### src/rtl/instr_loader.sv
// instr_loader: assembles a big-endian byte stream into 32-bit words for the instruction memory write port, holding the CPU in reset while loading.
// Optional INSTR_LOADER_CHECKSUM_EN: the final word is a 32-bit modular checksum of all written words and is verified, not written.
module instr_loader #(
  parameter int unsigned BASE_ADDR   = 40,
  parameter int unsigned DEPTH_WORDS = 250
) (
  input  logic        clk,
  input  logic        reset,
  input  logic        start,
  input  logic        byte_valid,
  input  logic [7:0]  byte_data,
  input  logic        byte_last,
  output logic        byte_ready,
  output logic        mem_we,
  output logic [31:0] mem_addr,
  output logic [31:0] mem_wdata,
  output logic        cpu_hold,
  output logic        done,
  output logic        error,
  output logic [7:0]  word_count
);
  typedef enum logic [1:0] {IDLE, LOAD, WRITE, DONE} state_t;
  state_t      state_q;
  logic [1:0]  idx_q;
  logic        last_q;
  logic        err_q;
  logic [7:0]  cnt_q;
  logic [31:0] word_q;
  logic [31:0] addr_q;
  logic [31:0] word_d;
  logic        xfer;
  logic        ovf;
`ifdef INSTR_LOADER_CHECKSUM_EN
  logic [31:0] sum_q;
`endif
  assign byte_ready = state_q == LOAD;
  assign mem_we     = state_q == WRITE;
  assign cpu_hold   = state_q == LOAD || state_q == WRITE;
  assign done       = state_q == DONE;
  assign error      = err_q;
  assign word_count = cnt_q;
  assign mem_addr   = addr_q;
  assign mem_wdata  = word_q;
  assign xfer       = byte_valid & byte_ready;
  // First byte of a word clears the leftovers so short final words are zero padded.
  assign word_d     = (idx_q == 2'd0 ? 32'd0 : word_q) | ({byte_data, 24'd0} >> {idx_q, 3'd0});
  assign ovf        = (addr_q >> 2) >= 32'(DEPTH_WORDS);
  always_ff @(posedge clk) begin
    if (reset) begin
      state_q <= IDLE;
      idx_q   <= 2'd0;
      last_q  <= 1'b0;
      err_q   <= 1'b0;
      cnt_q   <= 8'd0;
      word_q  <= 32'd0;
      addr_q  <= 32'(BASE_ADDR);
`ifdef INSTR_LOADER_CHECKSUM_EN
      sum_q   <= 32'd0;
`endif
    end else begin
      case (state_q)
        IDLE, DONE: if (start) begin
          state_q <= LOAD;
          addr_q  <= 32'(BASE_ADDR);
          cnt_q   <= 8'd0;
          idx_q   <= 2'd0;
          last_q  <= 1'b0;
          err_q   <= 1'b0;
`ifdef INSTR_LOADER_CHECKSUM_EN
          sum_q   <= 32'd0;
`endif
        end
        LOAD: if (xfer) begin
          word_q <= word_d;
          idx_q  <= idx_q + 2'd1;
          last_q <= byte_last;
          if (idx_q == 2'd3 || byte_last) begin
`ifdef INSTR_LOADER_CHECKSUM_EN
            if (byte_last) begin
              state_q <= DONE;
              err_q   <= idx_q != 2'd3 || word_d != sum_q;
            end else
`endif
            if (ovf) begin
              state_q <= DONE;
              err_q   <= 1'b1;
            end else state_q <= WRITE;
          end
        end
        WRITE: begin
          addr_q  <= addr_q + 32'd4;
          cnt_q   <= cnt_q + 8'd1;
          idx_q   <= 2'd0;
`ifdef INSTR_LOADER_CHECKSUM_EN
          sum_q   <= sum_q + word_q;
`endif
          state_q <= last_q ? DONE : LOAD;
        end
        default: state_q <= IDLE;
      endcase
    end
  end
endmodule

### config.mk
export PLATFORM = sky130hd
export DESIGN_NAME = instr_loader
export DESIGN_NICKNAME = d
export VERILOG_FILES = /design/src/rtl/instr_loader.sv
export SDC_FILE = /design/constraint.sdc
export NUM_CORES = 1
export LEC_CHECK = 0
export ABC_AREA = 1
export ABC_CLOCK_PERIOD_IN_PS = 4450
export BUFFER_PORTS_ARGS = -buffer_cell sky130_fd_sc_hd__buf_2
export CAP_MARGIN = 5
export CORE_ASPECT_RATIO = 1.1
export CORE_MARGIN = 5
export CORE_UTILIZATION = 60
export CTS_BUF_LIST = sky130_fd_sc_hd__clkbuf_4 sky130_fd_sc_hd__clkbuf_8
export DETAILED_ROUTE_END_ITERATION = 12
export GPL_ROUTABILITY_DRIVEN = 0
export PLACE_DENSITY = 0.87
export SLEW_MARGIN = 20
export SYNTH_ARGS = -nofsm -noshare
export SYNTH_HDL_FRONTEND = slang
export SYNTH_SLANG_ARGS = --single-unit
### constraint.sdc
create_clock -name clk -period 4.45 [get_ports clk]
set_input_delay 0.89 -clock clk [delete_from_list [all_inputs] [get_ports clk]]
set_output_delay 0.89 -clock clk [all_outputs]
set_load 0.005 [all_outputs]
After elaboration in Yosys (flattened, before gate mapping)
Cells that the tools add are included.
{"block": "op_classes", "shifts": 1, "n_lt_le_gt_ge": 1, "eq_ne": 8, "bitwise_logic": 2, "n_addsub": 3, "reduce_logical": 13, "mux": 21}
{"op": "$mux 32", "count": 2}
{"op": "$pmux 32 s2", "count": 1}
{"op": "$add 32x3->32 const B", "count": 1}
{"op": "$or 32x32->32", "count": 1}
{"op": "$shr 32x5->32", "count": 1}
{"op": "$ge 30x8->1 const B", "count": 1}
{"op": "$pmux 8 s2", "count": 1}
{"op": "$mux 2", "count": 6}
{"op": "$pmux 2 s3", "count": 2}
{"op": "$add 8x1->8 const B", "count": 1}
{"op": "$mux 8", "count": 1}
{"op": "$eq 2x2->1 const B", "count": 3}
{"op": "$mux 1", "count": 6}
{"op": "$ne 2x1->1 const B", "count": 3}
{"op": "$reduce_and 2->1", "count": 3}
{"op": "$reduce_and 3->1", "count": 2}
{"op": "$reduce_and 5->1", "count": 1}
{"op": "$logic_not 2->1", "count": 2}
{"op": "$pmux 1 s2", "count": 2}
{"op": "$reduce_bool 2->1", "count": 2}
{"op": "$add 2x1->2 const B", "count": 1}
{"op": "$eq 2x1->1 const B", "count": 1}
{"op": "$logic_or 1x1->1", "count": 2}
{"op": "$ne 2x2->1 const B", "count": 1}
{"op": "other kinds (2)", "count": 2}
{"block": "word_totals", "wordCells": 56, "out_inout_bits": 77, "register_bits": 78}

Logic depth before layout (Yosys ltp)
Gate-level depths: netlist (run 1).
{"block": "logic_depth", "ltp_word": 5, "mapped_depth": 14, "ltp_nobuf": 14}

Least setup slack after synthesis (run 1)
No wires, ideal clock.
{"block": "synth_path", "path_kind": "input port to flip-flop", "startpoint": "in start", "endpoint": "reg addr_q[20], in the netlist mem_addr[20]", "setup_ns": 0.109, "arrival_time_ns": 1.727, "setup_slack_ns": 2.614, "stages": 10, "path_buffers": 1, "cell_sequence": "inv_1 nand2_1 nand2_2 o21ai_2 inv_2 buf_4 nand2_1 nand2_1 nand2_1 inv_1"}
{"block": "synth_via", "elab_chain_len": 2}
{"item": "start: declaration", "line_no": "9", "rtl": "input logic start,"}
{"item": "$ne 2x2->1 (no line)"}
{"item": "$reduce_and 2->1 (no line)"}
{"item": "end signal: assignment", "line_no": "56", "rtl": "addr_q <= 32'(BASE_ADDR);"}
{"item": "end signal: assignment", "line_no": "64", "rtl": "addr_q <= 32'(BASE_ADDR);"}
{"item": "end signal: assignment", "line_no": "91", "rtl": "addr_q <= addr_q + 32'd4;"}
{"item": "end: declaration", "line_no": "29", "rtl": "logic [31:0] addr_q;"}
No other way between the ends.
A chain may end at the register's enable or synchronous reset.

Final worst setup path (run 1)
{"block": "layout_path", "startpoint": "reg state_q[0]", "endpoint": "reg addr_q[6], in the netlist mem_addr[6]"}
{"block": "layout_via", "elab_chain_len": 4, "word_cells_on_any_way": 8, "classes_between": "3 x eq/ne; 1 x mux; 4 x reduce/logical"}
{"item": "start: declaration", "line_no": "23", "rtl": "state_t state_q;"}
{"item": "start signal: assignment", "line_no": "97", "rtl": "state_q <= last_q ? DONE : LOAD;"}
{"item": "$eq 2x2->1 / $logic_not 2->1 (equally long branches)", "line_no": "61", "rtl": "case (state_q)"}
{"item": "$reduce_or 2->1", "line_no": "61"}
{"item": "$ne 2x2->1 (no line) / $reduce_bool 2->1 (equally long branches)"}
{"item": "$reduce_and 2->1 (no line)"}
Parallel ways exist; a longest one is shown, timed or not.

==> results of run 1 <==
synth_stat cells, drive strengths merged, types with 8 or more instances:
cell type | count | area (um2)
nand2 | 175 | 684
dfxtp | 76 | 1520
inv | 72 | 270
nor2 | 71 | 345
a21oi | 64 | 320
nand3 | 25 | 150
o21ai | 16 | 83.8
nand4 | 12 | 75.1
nor3 | 12 | 65.1
buf | 9 | 63.8
clkbuf | 9 | 33.8
ha | 8 | 100
final timing paths:
path                            startpoint  cells past startpoint           to
worst max-delay path            state_q[0]                      8  mem_addr[6]
worst max register to register  state_q[0]                      8  mem_addr[6]
worst min-delay path                 error                      2        error
worst min register to register       error                      2        error
per-layer routing:
layer | GRT usage [%] | part of all wire (%)
met5 | 0 | 0
met4 | 14.9 | 2.8
met3 | 5.29 | 8.0
met2 | 42.2 | 49
met1 | 28.8 | 40
report_power, final:
part / switching, mW / internal, mW
clock: 0.281 / 0.325
combinational: 0.175 / 0.0781
sequential: 0.0259 / 0.700
total: 0.481 / 1.10
cell type report:
type	instances	area, um2
well taps	80	100
clock buffers	9	124
fillers	494	1690
clock inverters	7	105
flip-flops and latches	76	1520
repair buffers	87	435
inverters	72	270
multi-input cells	397	1910
worst min-delay path, cell delays in order (launching register included):
cell and delay [ns]:
dfxtp_1 0.31, inv_1 0.04, a21oi_1 0.05
state kept, by name, indices dropped and copies added, names as in the netlist:
signal      flops
mem_wdata      32
mem_addr       30
state_q         2
word_count      8
error           1
idx_q           2
last_q          1
metrics by stage:
| stage | cell area, um2 | hold WS (ns) |
|---|---|---|
| after floorplan | 3800 | 0.440 |
| after global placement | 4240 | 0.436 |
| after detailed placement | 4240 | 0.446 |
| after CTS | 4470 | 0.458 |
| after global routing | 4470 | 0.494 |
| final | 4470 | 0.450 |
logic make-up (layout without fill, tap and decap cells):
logic type	Yosys count	count (layout)	synth area share [%]
buffers and inverters	90	175	9.68
flip-flops	76	76	40.1
other	1	2	0.0987
AO/OA/AOI/OAI	85	85	11.6
adder cells (fa/ha/maj)	8	8	2.64
AND/OR/NAND/NOR	302	302	36.0
==> run metrics, run 1 <==
Total Wirelength=9650 um; worst-path maximum fanout=23; largest net degree at the start of global routing=41; Worst path slowest cell=o21ai_2; asr flop ratio synth=0%; post-synthesis sequential area ratio=40.1%; total CTS buffers=9; Clock Skews=0.00966 ns; input/output buffers=87; first-pass GRT wire length=16,400 um; Resize count post-CTS=0; Worst-Skew Late Latency=0.36 ns; pre-CTS setup slack=1.76 ns; Crit path buffers/inverters=2; GRT Util Overall=25.0%; Worst path max stage delay=0.50 ns; Initial DRC Count=212; Clock Tree Root=clkbuf_8; Power Dens Cells=355 nW/um2; via density per instance=5.37; outcome=complete, no violations; Top Ports=90; Post-synth top flop=dfxtp_1; Final Hold Viols=0; GRT overflow=0; Post-layout nets=664; initial antenna violation count=0; routed vias=3,911; Final setup viols=0; Avg WL per Cell=13.3 um; Period minus WS final=2.49 ns; Detailed Routing Iterations Pass 1=5; row count=30; Post-Route Setup TNS=0 ns; startpoint types=flop; Core Area=6160 um2; Slew Viols, Final=0; Initial Util=61.7%; Post-CTS Hold Fix Bufs=0; DRC violations left=0; CTS tree=built; Power Total=1.58 mW; worst-margin pin slew=1.01 ns; worst hold path class=reg2reg; Clock transition at path regs=0.08 ns; f_max=402 MHz; Yosys reg bits=76; die height=93.5 um; Distinct cells, synth=33; H-tree depth=3; synthesized cell area=3800 um2; max-cap viol count=0; Die W=85.9 um; r2r setup slk=1.96 ns; commonest non-fill, non-tap cell in the layout=nand2_1; total setup buffers inserted after CTS=0; RSZ-0062 raised after global routing=false; Post-DP HPWL=7210 um; DRT antenna net count=0; clk sinks=76; Critical Path Sink Type=flop; clk buf depth=2; final core occ=72.6%; Required @ worst endpoint=4.68 ns; Synth Area per Inst=6.76 um2; arrival time worst endpoint=2.72 ns; max_slew headroom=32.2%; Die Area=8020 um2; ANT cells=0; Crit Path Category=reg2reg; Area Growth Syn to Fin=17.7%; Post-synth EDFFs=0; DP Cell Count=712; yosys warns=0; crit path cell chain=inv_1, ha_1, nand2_1, nand2_2, o21ai_2, inv_2, o21ai_0, a22oi_1; vias in the first global route=3,797; most frequent cells in the layout=nand2_1, buf_2, dfxtp_1; share of cells above drive strength 1=21.1%; Lkg Pwr=1.98 nW; Top Family by Delay on Critical Path=compound AO/OA/AOI/OAI gates; Worst Slack Setup Final=1.96 ns; cell count after synthesis=562; worst vdd ir=0.225 mV; period utilization=55.9%; Finished Layout Cells=728
Note: power is estimated with default switching activity, not from simulation.
==> inputs of run 2 (changes only) <==
- ABC_AREA: 1 -> 0
- ABC_CLOCK_PERIOD_IN_PS: 4450 -> 2490
- CORE_UTILIZATION: 60 -> 54
- PLACE_DENSITY: 0.87 -> 0.81
- clock period: 4.45 -> 2.49 ns (I/O delays scaled with it)
==> run metrics, run 2 <==
most frequent cell after synthesis=dfxtp_1; Post-synth top flop=dfxtp_1; routed vias=3,251; Distinct cells, synth=47; main area contributors after synthesis=dfxtp_1, a22oi_1, nor2_1, or4_1, a21oi_1; worst hold path class=in2reg; Initial Util=55.0%; worst-path maximum fanout=12; clk sinks=76; largest family of logic cells by synthesized area=simple AND/OR/NAND/NOR gates; DRT antenna net count=0; Required @ worst endpoint=2.77 ns; DRC violations left=0; Setup crit end=mem_addr[28]; Post-DP HPWL=5920 um; Largest register FFs=32; R2R Path Start=state_q[0]; cell count after synthesis=386; GRT Util Overall=21.3%; Post-synth EDFFs=0; worst vdd ir=0.496 mV; input/output buffers=87; crit path cell chain=inv_1, ha_1, mux2i_1, or4_4, or4_1, a21oi_1; Yosys top cell area share=45.2%; most frequent cells in the layout=buf_2, dfxtp_1, nor2_1; Die Area=7910 um2; post-synthesis compound-gate area fraction=18.1%; Fill cells=485; Finished Layout Cells=555; Critical path origin=state_q[0]; Total Wirelength=8470 um; synthesized cell area=3360 um2; largest net degree at the start of global routing=36; Final Hold Viols=0; Synth Area per Inst=8.72 um2; RSZ-0062 raised after global routing=false; multi-input logic area=1660 um2; Clock transition at path regs=0.09 ns; ANT cells=0; H-tree depth=3; RR Endpoint=mem_addr[28]; first-pass GRT wire length=13,700 um; Avg WL per Cell=15.3 um; GRT overflow=0; Die W=85.3 um; Post-CTS Hold Fix Bufs=0; row count=30; total CTS buffers=9; final hold slack=0.411 ns; Slew Viols, Final=0; worst reg-to-reg path cell count=6; Final setup viols=0; placed cell areas=3850 um2; arrival time worst endpoint=2.56 ns; Worst path slowest cell=or4_4; total setup buffers inserted after CTS=0; outcome=complete, no violations; f_max=439 MHz; Post-layout nets=491; period utilization=91.4%; Clock Skews=0.0113 ns; Power Dens Cells=657 nW/um2; Final Instance Area=4050 um2; startpoint types=flop; Post-Route Setup TNS=0 ns; Worst path max stage delay=0.62 ns; Critical Path Sink Type=flop; yosys warns=0; Synth Area in Simple Gates=23.7%; XOR/XNOR share of the synthesized area=3.38%; via density per instance=5.86; Resize count post-CTS=0; max_slew headroom=55.2%; Worst-Skew Late Latency=0.35 ns; Lkg Pwr=1.66 nW; mux contribution to synthesized area=0.930%; Period minus WS final=2.28 ns; Top Ports=90; die height=92.8 um; max-cap viol count=0; Area Growth Syn to Fin=20.5%; vias in the first global route=2,925; post-synthesis sequential area ratio=45.2%; Yosys reg bits=76; Synth top cells by count=dfxtp_1, nor2_1, a22oi_1, a21oi_1, clkbuf_1; Crit Path Category=reg2reg; pre-CTS setup slack=0.208 ns; commonest non-fill, non-tap cell in the layout=buf_2; Core Area=6120 um2; share of cells above drive strength 1=25.7%; r2r setup slk=0.21 ns; Adder-Cell Fraction of Synth Area=2.98%; Register Area=1520 um2; DP Cell Count=539; clk buf depth=2; Detailed Routing Iterations Pass 1=7; Clock Tree Root=clkbuf_8; initial antenna violation count=0; Worst Slack Setup Final=0.213 ns; Initial DRC Count=198; asr flop ratio synth=0%; worst-margin pin slew=0.671 ns; CTS tree=built; post-synth top area cell=dfxtp_1
==> run 2: worst min-delay path by stage <==
stage                              from             to  cells after the start
after CTS                         reset         last_q                      2
after global routing              reset  mem_wdata[22]                      2
after detailed placement  mem_wdata[27]  mem_wdata[27]                      2
after floorplan                   error          error                      2
after global placement            error          error                      2
final                             reset         last_q                      2
==> run 2: cell families (layout without fill, tap and decap cells) <==
logic type	after synthesis	after routing
mux	3	3
other cells	1	2
xor+xnor	13	13
simple gates	153	153
fa+ha+maj	8	8
compound gates	93	93
buf+inv	39	127
flops	76	76
==> run 2: final cells by class <==
type                            count  area share [%]
Tap cell                           80            2.47
Timing Repair Buffer               98            12.8
Inverter                           13            1.20
Multi-Input combinational cell    272            40.9
Sequential cell                    76            37.5
Clock inverter                      7            2.07
Clock buffer                        9            3.06
==> run 2: where the power goes <==
group	switching (mW)	internal, mW
combinational	0.256	0.148
sequential	0.0329	1.25
clock	0.498	0.480
==> run 2: layer usage <==
| layer | up-vias | global-route usage (%) | part of all wire (%) |
|---|---|---|---|
| met1 | 1549 | 26.4 | 43 |
| li1 | 1578 | - | - |
| met3 | 8 | 7.65 | 7.6 |
| met4 | 0 | 6.20 | 1.3 |
| met5 | - | 0 | 0 |
| met2 | 116 | 34.5 | 48 |
==> run 2: critical path, delay by kind of cell, from the launching register on <==
kind	cells	cell delay [ns]
AND/OR/NAND/NOR	2	1.14
multiplexers	1	0.14
flip-flops	1	0.39
adder cells (fa/ha/maj)	1	0.32
buffers and inverters	1	0.06
AO/OA/AOI/OAI	1	0.16
==> run 2: per-stage QoR <==
step / power, mW / util (%)
6_report: 2.66 / 66.3
5_1_grt: 2.80 / 66.3
4_1_cts: 2.68 / 66.3
3_5_place_dp: 1.71 / 62.9
3_3_place_gp: 1.70 / 62.9
2_1_floorplan: 1.59 / -
==> inputs of run 3 (changes only) <==
- BUFFER_PORTS_ARGS: -buffer_cell sky130_fd_sc_hd__buf_2 -> -buffer_cell sky130_fd_sc_hd__buf_4
==> run metrics, run 3 (synthesis results as in run 2) <==
DRT antenna net count=0; Power Total=2.70 mW; Power Dens Cells=632 nW/um2; share of cells above drive strength 1=25.5%; crit path cell chain=inv_1, ha_1, mux2i_1, or4_4, or4_1, a21oi_1; r2r setup slk=0.20 ns; largest net degree at the start of global routing=43; startpoint types=flop; H-tree depth=3; Initial Util=55.0%; Setup crit end=mem_addr[26]; input/output buffers=87; Resize count post-CTS=0; Lkg Pwr=1.66 nW; RR Endpoint=mem_addr[26]; Worst-Skew Late Latency=0.35 ns; Crit Path Category=reg2reg; worst vdd ir=0.399 mV; Post-DP HPWL=6040 um; Clock transition at path regs=0.09 ns; Clock Skews=0.00793 ns; total setup buffers inserted after CTS=0; Critical path origin=state_q[0]; worst-margin pin slew=0.658 ns; Top Ports=90; most frequent cells in the layout=buf_4, dfxtp_1, nor2_1; Die W=85.3 um; Worst path max stage delay=0.62 ns; f_max=437 MHz; max-cap viol count=0; arrival time worst endpoint=2.57 ns; commonest non-fill, non-tap cell in the layout=buf_4; CTS tree=built; Post-layout nets=490; hold depth=3; max_slew headroom=56.1%; Detailed Routing Iterations Pass 1=5; vias in the first global route=2,982; Total Wirelength=8680 um; Post-CTS Hold Fix Bufs=0; Worst path slowest cell=or4_4; Finished Layout Cells=554; Required @ worst endpoint=2.77 ns; row count=30; GRT overflow=0; routed vias=3,188; Final setup viols=0; Clock Tree Root=clkbuf_8; Initial DRC Count=265; initial antenna violation count=0; Avg WL per Cell=15.7 um; Top Family by Delay on Critical Path=simple AND/OR/NAND/NOR gates; Slew Viols, Final=0; Largest register FFs=32; DRC violations left=0; Final Hold Viols=0; Period minus WS final=2.29 ns; die height=92.8 um; final core occ=69.7%; WP depth=6; Area Growth Syn to Fin=26.7%; first-pass GRT wire length=14,100 um; Crit path buffers/inverters=1; Critical Path Sink Type=flop; R2R Path Start=state_q[0]; worst-path maximum fanout=12; Post-Route Setup TNS=0 ns; Die Area=7910 um2; Core Area=6120 um2; worst hold path class=in2reg; GRT Util Overall=21.6%; worst reg-to-reg path cell count=6; DP Cell Count=538; outcome=complete, no violations; total CTS buffers=9; RSZ-0062 raised after global routing=false; clk sinks=76; via density per instance=5.75; period utilization=92.0%; ANT cells=0; clk buf depth=2
==> run 3: changes by cell type in the layout (fill, tap and decap cells not counted), sizes merged <==
| cell | change |
|---|---|
| clkinv | -1 |
| clkinvlp | +1 |
| buf | -1 |
==> run 3: metrics by stage <==
step	cell area (um2)	hold WS, ns	worst slack, ns
2_1_floorplan	3370	0.447	0.170
3_3_place_gp	4060	0.466	0.298
3_5_place_dp	4060	0.479	0.242
4_1_cts	4260	0.397	0.205
5_1_grt	4260	0.411	0.0707
6_report	4260	0.407	0.199
==> run 3: per-layer routing <==
layer / vias up / share of wire [%] / track usage, %
met2: 95 / 48 / 35.6
met4: 0 / 1.4 / 8.18
met5: - / 0 / 0
met1: 1516 / 43 / 27.0
met3: 11 / 7.3 / 5.78
li1: 1566 / - / -
==> run 3: how the worst min path moves through the flow <==
stage / startpoint / to / slack (ns)
4_1_cts: byte_data[3] / mem_wdata[3] / 0.40
3_3_place_gp: error / error / 0.47
5_1_grt: byte_data[3] / mem_wdata[11] / 0.41
3_5_place_dp: error / error / 0.48
6_report: byte_data[3] / mem_wdata[3] / 0.41
2_1_floorplan: error / error / 0.45
==> run 3: cell type report <==
| class | count | area [um2] |
|---|---|---|
| Fill cell | 511 | 1860 |
| Multi-Input combinational cell | 272 | 1660 |
| Sequential cell | 76 | 1520 |
| Timing Repair Buffer | 97 | 728 |
| Clock buffer | 9 | 124 |
| Tap cell | 80 | 100 |
| Clock inverter | 7 | 82.6 |
| Inverter | 13 | 48.8 |
==> run 3: where the power goes <==
| part | switching, mW | internal (mW) |
|---|---|---|
| Combinational | 0.262 | 0.173 |
| Sequential | 0.0344 | 1.25 |
| Clock | 0.499 | 0.478 |
| Total | 0.795 | 1.90 |
==> run 3: worst register-to-register path, stage by stage, from the launching register on <==
cell and delay, ns:
dfxtp_1 0.39, inv_1 0.07, ha_1 0.32, mux2i_1 0.15
or4_4 0.62, or4_1 0.53, a21oi_1 0.15
